[config.mk]
export PLATFORM = sky130hd
export DESIGN_NAME = div_unit_flat
export DESIGN_NICKNAME = d
export VERILOG_FILES = /design/src/rtl/div_unit_if.sv /design/src/rtl/div_unit.sv /design/src/flat_wrapper.sv
export SDC_FILE = /design/constraint.sdc
export NUM_CORES = 1
export LEC_CHECK = 0
export CAP_MARGIN = 15
export CORE_MARGIN = 3
export CORE_UTILIZATION = 61
export CTS_BUF_LIST = sky130_fd_sc_hd__clkbuf_16
export DETAILED_ROUTE_END_ITERATION = 7
export DONT_BUFFER_PORTS = 1
export HOLD_SLACK_MARGIN = 0.05
export MAX_ROUTING_LAYER = met4
export PLACE_DENSITY = 0.82
export SKIP_CTS_REPAIR_TIMING = 1
export SYNTH_ARGS = -nofsm -noshare
export SYNTH_HDL_FRONTEND = slang
export SYNTH_SLANG_ARGS = --single-unit
[constraint.sdc]
create_clock -name clk -period 11.25 [get_ports clk]
set_input_delay 2.25 -clock clk [delete_from_list [all_inputs] [get_ports clk]]
set_output_delay 2.25 -clock clk [all_outputs]
set_load 0.03 [all_outputs]
[src/rtl/div_unit_if.sv]
// Request/response bundle between the EX stage and the iterative divider.
// start/div_op/div_op1/div_op2/flush are sampled on the rising edge; done is a one-cycle valid pulse for div_out.
interface div_unit_if #(
  parameter int DATA_WIDTH = 32,
  parameter int OP_WIDTH   = 2
);
  logic                  start;
  logic [OP_WIDTH-1:0]   div_op;
  logic [DATA_WIDTH-1:0] div_op1;
  logic [DATA_WIDTH-1:0] div_op2;
  logic                  flush;
  logic                  busy;
  logic                  done;
  logic [DATA_WIDTH-1:0] div_out;
  logic [1:0]            dbg_state;

  modport master (
    output start, div_op, div_op1, div_op2, flush,
    input  busy, done, div_out, dbg_state
  );

  modport slave (
    input  start, div_op, div_op1, div_op2, flush,
    output busy, done, div_out, dbg_state
  );
endinterface

[src/rtl/div_unit.sv]
// Iterative radix-2 restoring divider for DIV/DIVU/REM/REMU: one quotient bit per clock,
// divide-by-zero and signed-overflow cases resolved in a single cycle.
module div_unit #(
  parameter int DATA_WIDTH = 32,
  parameter int OP_WIDTH   = 2
) (
  input logic       clk,
  input logic       rst,
  div_unit_if.slave bus
);
  localparam int CW = $clog2(DATA_WIDTH);
  localparam logic [DATA_WIDTH-1:0] MIN_NEG = {1'b1, {(DATA_WIDTH-1){1'b0}}};

  typedef enum logic [1:0] {S_IDLE, S_CALC, S_FIX, S_DONE} state_t;

  state_t                state_q, state_d;
  logic [DATA_WIDTH:0]   rem_q, rem_d;
  logic [DATA_WIDTH-1:0] quo_q, quo_d;
  logic [DATA_WIDTH-1:0] dvsr_q, dvsr_d;
  logic [DATA_WIDTH-1:0] out_q, out_d;
  logic [CW-1:0]         count_q, count_d;
  logic                  neg_quo_q, neg_quo_d;
  logic                  neg_rem_q, neg_rem_d;
  logic                  is_rem_q, is_rem_d;

  logic                  op_signed, op_rem, a_neg, b_neg;
  logic [DATA_WIDTH-1:0] a_mag, b_mag;
  logic [DATA_WIDTH+1:0] shifted;
  logic [DATA_WIDTH+1:0] dvsr_ext;

  always_comb begin
    state_d   = state_q;
    rem_d     = rem_q;
    quo_d     = quo_q;
    dvsr_d    = dvsr_q;
    out_d     = out_q;
    count_d   = count_q;
    neg_quo_d = neg_quo_q;
    neg_rem_d = neg_rem_q;
    is_rem_d  = is_rem_q;

    op_signed = ~bus.div_op[0];
    op_rem    = bus.div_op[1];
    a_neg     = op_signed & bus.div_op1[DATA_WIDTH-1];
    b_neg     = op_signed & bus.div_op2[DATA_WIDTH-1];
    a_mag     = a_neg ? -bus.div_op1 : bus.div_op1;
    b_mag     = b_neg ? -bus.div_op2 : bus.div_op2;

    // Partial remainder shifted left with the next dividend bit; kept one bit wider so the compare is exact.
    shifted   = {rem_q, quo_q[DATA_WIDTH-1]};
    dvsr_ext  = {2'b00, dvsr_q};

    case (state_q)
      S_IDLE, S_DONE: begin
        state_d = S_IDLE;
        if (bus.start) begin
          if (bus.div_op2 == '0) begin
            out_d   = op_rem ? bus.div_op1 : '1;
            state_d = S_DONE;
          end else if (op_signed && bus.div_op1 == MIN_NEG && bus.div_op2 == '1) begin
            out_d   = op_rem ? '0 : MIN_NEG;
            state_d = S_DONE;
          end else begin
            quo_d     = a_mag;
            dvsr_d    = b_mag;
            rem_d     = '0;
            count_d   = '0;
            neg_quo_d = a_neg ^ b_neg;
            neg_rem_d = a_neg;
            is_rem_d  = op_rem;
            state_d   = S_CALC;
          end
        end
      end
      S_CALC: begin
        if (shifted >= dvsr_ext) begin
          rem_d = (DATA_WIDTH+1)'(shifted - dvsr_ext);
          quo_d = {quo_q[DATA_WIDTH-2:0], 1'b1};
        end else begin
          rem_d = shifted[DATA_WIDTH:0];
          quo_d = {quo_q[DATA_WIDTH-2:0], 1'b0};
        end
        count_d = count_q + CW'(1);
        if (count_q == CW'(DATA_WIDTH-1)) state_d = S_FIX;
      end
      S_FIX: begin
        if (is_rem_q) out_d = neg_rem_q ? -rem_q[DATA_WIDTH-1:0] : rem_q[DATA_WIDTH-1:0];
        else          out_d = neg_quo_q ? -quo_q : quo_q;
        state_d = S_DONE;
      end
      default: state_d = S_IDLE;
    endcase

    // Abort wins over any request in the same cycle and leaves the last result visible.
    if (bus.flush) begin
      state_d = S_IDLE;
      out_d   = out_q;
    end
  end

  always_ff @(posedge clk or posedge rst) begin
    if (rst) begin
      state_q   <= S_IDLE;
      rem_q     <= '0;
      quo_q     <= '0;
      dvsr_q    <= '0;
      out_q     <= '0;
      count_q   <= '0;
      neg_quo_q <= 1'b0;
      neg_rem_q <= 1'b0;
      is_rem_q  <= 1'b0;
    end else begin
      state_q   <= state_d;
      rem_q     <= rem_d;
      quo_q     <= quo_d;
      dvsr_q    <= dvsr_d;
      out_q     <= out_d;
      count_q   <= count_d;
      neg_quo_q <= neg_quo_d;
      neg_rem_q <= neg_rem_d;
      is_rem_q  <= is_rem_d;
    end
  end

  assign bus.busy      = (state_q == S_CALC) || (state_q == S_FIX);
  assign bus.done      = (state_q == S_DONE);
  assign bus.div_out   = out_q;
  assign bus.dbg_state = state_q;
endmodule
[src/flat_wrapper.sv]
// flat-port wrapper written by rule: the top's interface ports become plain ports
module div_unit_flat 
#(
  parameter int DATA_WIDTH = 32,
  parameter int OP_WIDTH   = 2
)
  (clk, rst, bus_start, bus_div_op, bus_div_op1, bus_div_op2, bus_flush, bus_busy, bus_done, bus_div_out, bus_dbg_state);
  div_unit_if #(.DATA_WIDTH(DATA_WIDTH), .OP_WIDTH(OP_WIDTH)) bus_i ();
  input logic clk;
  input logic rst;
  input wire logic [$bits(bus_i.start)-1:0] bus_start;
  input wire logic [$bits(bus_i.div_op)-1:0] bus_div_op;
  input wire logic [$bits(bus_i.div_op1)-1:0] bus_div_op1;
  input wire logic [$bits(bus_i.div_op2)-1:0] bus_div_op2;
  input wire logic [$bits(bus_i.flush)-1:0] bus_flush;
  output wire logic [$bits(bus_i.busy)-1:0] bus_busy;
  output wire logic [$bits(bus_i.done)-1:0] bus_done;
  output wire logic [$bits(bus_i.div_out)-1:0] bus_div_out;
  output wire logic [$bits(bus_i.dbg_state)-1:0] bus_dbg_state;
  assign bus_i.start = bus_start;
  assign bus_i.div_op = bus_div_op;
  assign bus_i.div_op1 = bus_div_op1;
  assign bus_i.div_op2 = bus_div_op2;
  assign bus_i.flush = bus_flush;
  assign bus_busy = bus_i.busy;
  assign bus_done = bus_i.done;
  assign bus_div_out = bus_i.div_out;
  assign bus_dbg_state = bus_i.dbg_state;
  div_unit #(.DATA_WIDTH(DATA_WIDTH), .OP_WIDTH(OP_WIDTH)) u_core (.clk(clk), .rst(rst), .bus(bus_i));
endmodule
# --- Word level (Yosys, flattened, before mapping) ---
# Cells that the tools add are included.
totals:
  ff_bits: 139
  output_inout_bits: 36
  word_cells: 76
op_classes:
  add_sub_neg: 6
  order_cmp: 1
  eq_ne: 11
  mux: 31
  n_bitwise: 7
  reduce_logical: 11
op_table:
  columns: ["cell", "count"]
  rows:
  - ["2-to-1 mux 32 bit", 13]
  - ["2-to-1 mux 33 bit", 4]
  - ["negator 32 bit", 4]
  - ["case mux 32 bit (2 select lines)", 2]
  - ["case mux 33 bit (2 select lines)", 1]
  - ["equality test 32 bit, second input constant", 2]
  - ["greater-or-equal comparator 34 x 32 -> 1 bit", 1]
  - ["subtractor 33 x 32 -> 33 bit", 1]
  - ["zero test 32 bit", 1]
  - ["2-to-1 mux 5 bit", 3]
  - ["AND reduction 4 bit", 3]
  - ["2-to-1 mux 2 bit", 5]
  - ["case mux 5 bit (2 select lines)", 1]
  - ["inequality test 2 bit, second input constant", 3]
  - ["case mux 2 bit (3 select lines)", 1]
  - ["adder 5 x 1 -> 5 bit, second input constant", 1]
  - ["equality test 5 bit, second input constant", 1]
  - ["equality test 2 bit, second input constant", 2]
  - ["NOT 1 bit", 4]
  - ["nonzero test 2 bit", 2]
  - ["inequality test 3 x 1 -> 1 bit, second input constant", 1]
  - ["inequality test 3 x 2 -> 1 bit, second input constant", 1]
  - ["AND 1 bit", 2]
  - ["equality test 2 x 1 -> 1 bit, second input constant", 1]
  - ["6 further kinds", 7]

# --- Longest topological paths before layout ---
# Gate-level depths: netlist (run 1).
depth:
  depth_word: 8
  mapped_depth: 14
  depth_no_buf: 13

# --- Worst setup path after synthesis (run 1) ---
# Ideal clock, no wire load.
synth_path:
  kind: "input-to-reg"
  from: "input bus_div_op2[24]"
  to: "register u_core.rem_q[27]"
  arrival_time_ns: 4.719
  required_ns: 11.124
  path_slack_ns: 6.405
  path_stages: 11
  n_path_buf: 2
  path_cell_list: "or4_4 -> or4_4 -> or4_1 -> buf_2 -> o211ai_2 -> nand2_2 -> and2_1 -> buf_6 -> nand3_1 -> o41ai_1 -> a221o_1"
synth_via:
  elab_chain_len: 4
  word_cells_on_any_way: 6
  cone_classes: "3 x eq/ne; 3 x reduce/logical"
synth_rtl:
  columns: ["item", "line_no", "rtl"]
  rows:
  - ["from (decl)", "flat_wrapper.sv:14", "input wire logic [$bits(bus_i.div_op2)-1:0] bus_div_op2;"]
  - ["equality test 32 bit", "div_unit.sv:60", "end else if (op_signed && bus.div_op1 == MIN_NEG && bus.div_op2 == '1) begin"]
  - ["logical AND 1 bit", "div_unit.sv:60", null]
  - ["inequality test 2 bit (no line)", null, null]
  - ["AND reduction 4 bit (no line) (*)", null, null]
  - ["to (signal assigned)", "div_unit.sv:114", "rem_q <= rem_d;"]
  - ["to (decl)", "div_unit.sv:17", "logic [DATA_WIDTH:0] rem_q, rem_d;"]
# Mark *: on every way between the ends. The rest lies on a longest branch, timed or not.
# A chain may end at the register's enable or synchronous reset.

# --- Worst setup path after layout (run 1) ---
layout_path:
  from: "input bus_div_op1[27]"
  to: "register u_core.quo_q[22]"
layout_via:
  elab_chain_len: 5
layout_rtl:
  columns: ["item", "line_no", "rtl"]
  rows:
  - ["from (decl)", "flat_wrapper.sv:13", "input wire logic [$bits(bus_i.div_op1)-1:0] bus_div_op1;"]
  - ["equality test 32 bit", "div_unit.sv:60", null]
  - ["logical AND 1 bit (2 in series)", "div_unit.sv:60", null]
  - ["inequality test 2 bit (no line)", null, null]
  - ["AND reduction 4 bit (no line)", null, null]
  - ["to (signal assigned)", "div_unit.sv:115", "quo_q <= quo_d;"]
  - ["to (decl)", "div_unit.sv:18", "logic [DATA_WIDTH-1:0] quo_q, quo_d;"]
# Every way passes these cells.

==> impl_metrics.json, run 1 <==
{
  "status": "completed",
  "slew_headroom_pct": 21.18,
  "worstPathRequired_ps": 11520,
  "vias": 9983,
  "worst_pin_slew_ps": 1180,
  "fp.coreArea_um2": 16940,
  "start_util_pct": 63.47,
  "setup_viol": 0,
  "ioPinCount": 106,
  "grt_pass1_vias": 9630,
  "die_area_um2": 19250,
  "powerDensity_nw_per_um2": 222.9,
  "wl_per_cell_um": 19.06,
  "antenna_left": 0,
  "fin_hold_ws_ps": 477.4,
  "final-hold-violation-count": 0,
  "cp_max_fo": 72,
  "drtIter0Drc": 1038,
  "switching_power_w": 0.001155,
  "yosysUniqueCellTypes": 68,
  "drc_errors": 0,
  "grt_max_degree": 74,
  "yosysSeqAreaShare_pct": 32.36,
  "rsz0062_at_grt": "false",
  "htree_levels": 4,
  "p_clk_share_pct": 21.6,
  "fill_cells": 1412,
  "synth-xor-area-share_pct": 11.57,
  "cts.sinks": 139,
  "synthFlopType": "dfrtp_1",
  "cts_buffers": 17,
  "grt_pass1_wl_um": 48600,
  "dp_hpwl_um": 21860,
  "area_growth_pct": 6.076,
  "min_to": "u_core.dvsr_q[24]$_DFFE_PP0P_",
  "tns_ps": 0,
  "p_leak_nw": 4.960,
  "rows": 47,
  "synth_warnings": 0,
  "die_h_um": 138.7,
  "cp-start-kind": "input port",
  "syn_area_um2": 10750,
  "syn-mean-instance-area_um2": 7.910,
  "viasPerCell": 6.453,
  "cap_violations": 0,
  "min_from": "u_core.dvsr_q[24]$_DFFE_PP0P_",
  "cts.clk_slew.worst_paths_ps": 60,
  "hp-class": "reg2reg",
  "reg2reg_slack_ps": 7430,
  "synth.area.mux_share_pct": 1.420,
  "clockBufferDepth": 2,
  "die_width_um": 138.7,
  "overflow": 0,
  "drive_gt1_share_pct": 4.449,
  "crit_type": "in2reg",
  "wl_um": 29490,
  "synthAdderAreaFrac_pct": 5.075,
  "async_flop_share_pct": 100.0,
  "grt_use_total_pct": 31.48,
  "cts_tree": "done",
  "synth_top_family_by_area": "compound AO/OA/AOI/OAI gates",
  "switching_share_pct": 45.43,
  "r2r_start": "u_core.quo_q[31]$_DFFE_PP0P_",
  "min_path_cells": 2,
  "power.total_w": 0.002542,
  "endpoint_kind": "register",
  "finalMaxSlewViolations": 0,
  "synth_simple_gate_area_share_pct": 19.14,
  "synth_edf_count": 0,
  "port_buffers": 0,
  "r2r_end": "u_core.rem_q[1]$_DFFE_PP0P_",
  "power.internal_w": 0.001387,
  "synth_cells": 1359,
  "clk_latency_ps": 430,
  "antenna_found_initial": 0,
  "synth-seq-cells": 139,
  "min_period_ps": 6213,
  "cp_data_arrival_time_ps": 6480,
  "seqPwrFrac_pct": 37.5,
  "final_nets": 1426,
  "post-route-period-util_pct": 55.23,
  "p_comb_share_pct": 40.9,
  "synth-compound-area-share_pct": 25.68,
  "layout_commonest_cell": "nand2_1",
  "ir_worst_vdd_v": 0.0001895,
  "syn_nets": 1472,
  "ff2ff_path_depth": 13,
  "skew_ps": 10.05,
  "max_freq_mhz": 161.0,
  "cts_root_buffer": "clkbuf_16",
  "gp_congestion": 0.9816,
  "final_core_util_pct": 67.32,
  "dr.pass1.iters": 7,
  "final_cell_mix": "nand2_1 (158), o21ai_0 (152), dfrtp_1 (139), a21oi_1 (122), nor2_1 (118)"
}
[per-stage QoR]
step           cells  cell area [µm²]  setup slack, ps
2_1_floorplan   1359            10750             5275
3_3_place_gp    1513            10820             4842
3_5_place_dp    1513            10820             4744
4_1_cts         1545            11390             5203
5_1_grt         1546            11400             4845
6_report        1547            11400             5037
[power by group through the flow]
stage / Clock (W) / Sequential [W] / Combinational (W)
CTS: 0.000551 / 0.000950 / 0.00103
finish: 0.000548 / 0.000953 / 0.00104
detailed placement: 0 / 0.000954 / 0.00102
floorplan: 0 / 0.000889 / 0.000845
global placement: 0 / 0.000948 / 0.000993
global route: 0.000575 / 0.000977 / 0.00117
[worst max-delay path, stage by stage]
cell and delay [ps]:
or4_1 600, nor4_1 740, nand4_1 460, o211ai_4 290
buf_4 550, and2_2 770, buf_4 540, o21ai_0 230
[Yosys cell counts (13+ instances only)]
cell      instances  area, µm²
nand2_1         158      593.1
o21ai_0         152      760.7
dfrtp_1         139       3478
a21oi_1         122      610.6
nor2_1          118      442.9
xor2_1           84      735.7
xnor2_1          58      508.0
clkbuf_1         56      210.2
inv_1            53      198.9
ha_1             42      525.5
o31ai_1          33      247.7
a21o_1           21      157.7
a31oi_1          21      131.4
nor3_1           21      105.1
nand4_1          17      106.4
or3_1            17      106.4
or4_1            17      127.6
nand3_1          16      80.08
buf_2            15      75.07
a22o_1           14      122.6
o41ai_1          14      122.6
mux2i_1          13      130.1
nor4_1           13      81.33
o22ai_1          13      81.33
[how the worst max path moves through the flow]
stage,from,slack [ps],cells past startpoint,end
after detailed placement,bus_div_op1[27],4740,8,u_core.quo_q[22]$_DFFE_PP0P_
final,bus_div_op1[27],5040,8,u_core.quo_q[22]$_DFFE_PP0P_
after floorplan,rst,5280,1,u_core.bus.dbg_state[0]$_DFFE_PP0P_
after global placement,bus_div_op1[27],4840,8,u_core.quo_q[25]$_DFFE_PP0P_
after global routing,bus_div_op1[27],4850,8,u_core.quo_q[22]$_DFFE_PP0P_
after CTS,bus_div_op1[27],5200,8,u_core.quo_q[22]$_DFFE_PP0P_
[cell families after synthesis]
kind of cell | after synthesis
and+or+nand+nor | 436
DFF | 139
AOI/OAI and AO/OA | 455
buffers and inverters | 129
xor gates and xnor gates | 142
adders and majority gates | 43
muxes | 15
[sequential cells by signal, indices dropped and copies added (netlist names)]
name                  cells
u_core.bus.dbg_state      2
u_core.bus.div_out       32
u_core.count_q            5
u_core.dvsr_q            32
u_core.is_rem_q           1
u_core.neg_quo_q          1
u_core.neg_rem_q          1
u_core.quo_q             32
u_core.rem_q             33
[layout make-up]
cell class                      count  area, µm²  share of cell area, %
Multi-Input combinational cell   1091       6783                  59.49
Sequential cell                   139       3478                  30.51
Clock buffer                       17      425.4                  3.731
Tap cell                          220      275.3                  2.414
Inverter                           53      203.9                  1.789
Clock inverter                     15      151.4                  1.328
Timing Repair Buffer               11      82.58                 0.7242
Antenna cell                        1      2.502                0.02195
[routing by layer]
layer  GRT usage [%]  vias to the layer above  wire length (µm)  share of wire (%)
li1                -                     4800                 -                  -
met1           42.25                     4673             12910                 44
met5               -                        -                 0                  0
met3           5.552                       64              2470                8.4
met4           10.66                        0               731                2.5
met2           48.69                      446             13380                 45
No activity file was read; power rests on OpenSTA's default activity.
==> run 2, diff against run 1 <==
--- a/config.mk
+++ b/config.mk
@@ -7,13 +7,13 @@
 export LEC_CHECK = 0
 export CAP_MARGIN = 15
 export CORE_MARGIN = 3
-export CORE_UTILIZATION = 61
+export CORE_UTILIZATION = 59
 export CTS_BUF_LIST = sky130_fd_sc_hd__clkbuf_16
 export DETAILED_ROUTE_END_ITERATION = 7
 export DONT_BUFFER_PORTS = 1
 export HOLD_SLACK_MARGIN = 0.05
 export MAX_ROUTING_LAYER = met4
-export PLACE_DENSITY = 0.82
+export PLACE_DENSITY = 0.83
 export SKIP_CTS_REPAIR_TIMING = 1
 export SYNTH_ARGS = -nofsm -noshare
 export SYNTH_HDL_FRONTEND = slang
==> constraint.sdc (replaced) <==
create_clock -name clk -period 5.3 [get_ports clk]
set_input_delay 1.06 -clock clk [delete_from_list [all_inputs] [get_ports clk]]
set_output_delay 1.06 -clock clk [all_outputs]
set_load 0.03 [all_outputs]
==> run 2 against run 1 <==
Compared with the run above:
- count of clock-buffer cells in the layout did not move
- via count fell by 0.30%
- sequential share of layout area fell by 0.17 points
- clock power rose by 130%
- first-iteration DRC count rose by 4.4%
- critical endpoint is now u_core.rem_q[21]$_DFFE_PP0P_
==> impl_metrics.json, run 2 (synthesized netlist as in run 1, its figures left out) <==
{
  "status": "completed",
  "dr.pass1.iters": 6,
  "cp_data_arrival_time_ps": 4630,
  "cts_buffers": 17,
  "drtIter0Drc": 1084,
  "layout_commonest_cell": "nand2_1",
  "p_leak_nw": 4.997,
  "dp_hpwl_um": 21380,
  "powerDensity_nw_per_um2": 478.2,
  "antenna_found_initial": 0,
  "viasPerCell": 6.401,
  "crit_family": "simple AND/OR/NAND/NOR gates",
  "skew_ps": 11.37,
  "cts.sinks": 139,
  "n_antenna_cell": 0,
  "final_nets": 1430,
  "area_growth_pct": 6.681,
  "cp_num_buf_inv": 1,
  "cp_max_fo": 44,
  "vias": 9953,
  "regMostFlops": "u_core.rem_q",
  "switching_share_pct": 44.53,
  "drc_errors": 0,
  "fp.coreArea_um2": 17540,
  "grt_pass1_wl_um": 47220,
  "hp-class": "reg2reg",
  "rows": 48,
  "max_stage_delay_ps": 840,
  "final-hold-violation-count": 0,
  "multi_input_area_um2": 6783,
  "antenna_left": 0,
  "rsz0062_at_grt": "false",
  "htree_levels": 4,
  "max_freq_mhz": 232.8,
  "cap_violations": 0,
  "start_util_pct": 61.29,
  "slew_headroom_pct": 23.51,
  "die_width_um": 141.0,
  "clk_latency_ps": 430,
  "finalMaxSlewViolations": 0,
  "cts_tree": "done",
  "largest_reg_flops": 33,
  "final_cell_mix": "nand2_1 (158), o21ai_0 (152), dfrtp_1 (139), a21oi_1 (122), nor2_1 (118)",
  "p_comb_share_pct": 40.3,
  "die_h_um": 141.0,
  "drive_gt1_share_pct": 4.511,
  "fill_cells": 1557,
  "cts_root_buffer": "clkbuf_16",
  "cp-start-kind": "input port",
  "post-route-period-util_pct": 81.06,
  "grt_use_total_pct": 30.10,
  "endpoint_kind": "register",
  "cts.clk_slew.worst_paths_ps": 50,
  "p_clk_share_pct": 22.6,
  "clockBufferDepth": 2,
  "gp_congestion": 0.9497,
  "setup_viol": 0,
  "crit_type": "in2reg",
  "ir_worst_vdd_v": 0.0004066,
  "critical-path-slowest-cell": "nor4_1",
  "min_period_ps": 4296,
  "grt_pass1_vias": 9313,
  "ioPinCount": 106,
  "grt_max_degree": 95,
  "regArea_um2": 3478,
  "port_buffers": 0,
  "worst_pin_slew_ps": 1145,
  "seqPwrFrac_pct": 37.1,
  "fin_area_um2": 11470,
  "die_area_um2": 19870,
  "postPlaceCellArea_um2": 10850,
  "worstPathRequired_ps": 5640,
  "wl_um": 29320,
  "overflow": 0,
  "wl_per_cell_um": 18.86,
  "tns_ps": 0,
  "switching_power_w": 0.002442,
  "cp_cell_sequence": "or4_1 -> nor4_1 -> nand4_1 -> o211ai_4 -> and2_2 -> buf_4 -> a22oi_1 -> o21ai_0",
  "power.internal_w": 0.003042
}
run 2: cell types whose count changed in the layout (fill, tap and decap cells not counted), sizes merged:
cell / delta
bufinv: +2
clkinv: -3
buf: +4
diode: -1
inv: +1
run 2: final timing paths:
path	startpoint	endpoint	slack [ps]	cells after the start
worst max-delay path	bus_div_op1[27]	u_core.rem_q[21]$_DFFE_PP0P_	1000	8
worst min-delay path	u_core.dvsr_q[18]$_DFFE_PP0P_	u_core.dvsr_q[18]$_DFFE_PP0P_	480	2
worst max register to register	u_core.quo_q[31]$_DFFE_PP0P_	u_core.rem_q[27]$_DFFE_PP0P_	1390	13
worst min register to register	u_core.dvsr_q[18]$_DFFE_PP0P_	u_core.dvsr_q[18]$_DFFE_PP0P_	480	2
max in group asynchronous	rst	u_core.dvsr_q[22]$_DFFE_PP0P_	3520	2
min in group asynchronous	rst	u_core.bus.div_out[9]$_DFFE_PP0P_	650	1
run 2: layer usage:
layer | track usage, % | wire (µm) | up-vias
met5 | - | 0 | -
met4 | 9.179 | 793 | 0
met3 | 6.072 | 2298 | 72
met2 | 47.20 | 13300 | 423
met1 | 39.64 | 12930 | 4651
li1 | - | - | 4807
run 2: cell type report:
class,count,share of cell area (%)
Sequential cell,139,30.33
Inverter,53,1.779
Tap cell,225,2.455
Clock inverter,15,1.593
Multi-Input combinational cell,1091,59.15
Clock buffer,17,3.710
Timing Repair Buffer,15,0.9820
run 2: stage by stage:
step	hold slack, ps	total power (W)	worst slack, ps	instances	utilization (%)
5_1_grt	498.0	0.005845	977.1	1555	65.39
2_1_floorplan	445.3	0.003679	515.5	1359	-
3_5_place_dp	471.3	0.004190	739.8	1522	61.88
3_3_place_gp	460.5	0.004119	781.2	1522	61.88
6_report	478.6	0.005484	1004	1555	65.39
4_1_cts	483.9	0.005449	1176	1554	65.35
run 2: worst min-delay path, stage by stage (launching register included):
cell and delay [ps]:
dfrtp_1 340, nand2_1 50, o21ai_0 60
run 2: power groups by stage:
stage               clock network [W]  logic, W  registers (W)
global route                  0.00129   0.00247        0.00209
detailed placement                  0   0.00216        0.00203
finish                        0.00124   0.00221        0.00204
floorplan                           0   0.00179        0.00189
global placement                    0   0.00210        0.00202
CTS                           0.00124   0.00218        0.00203
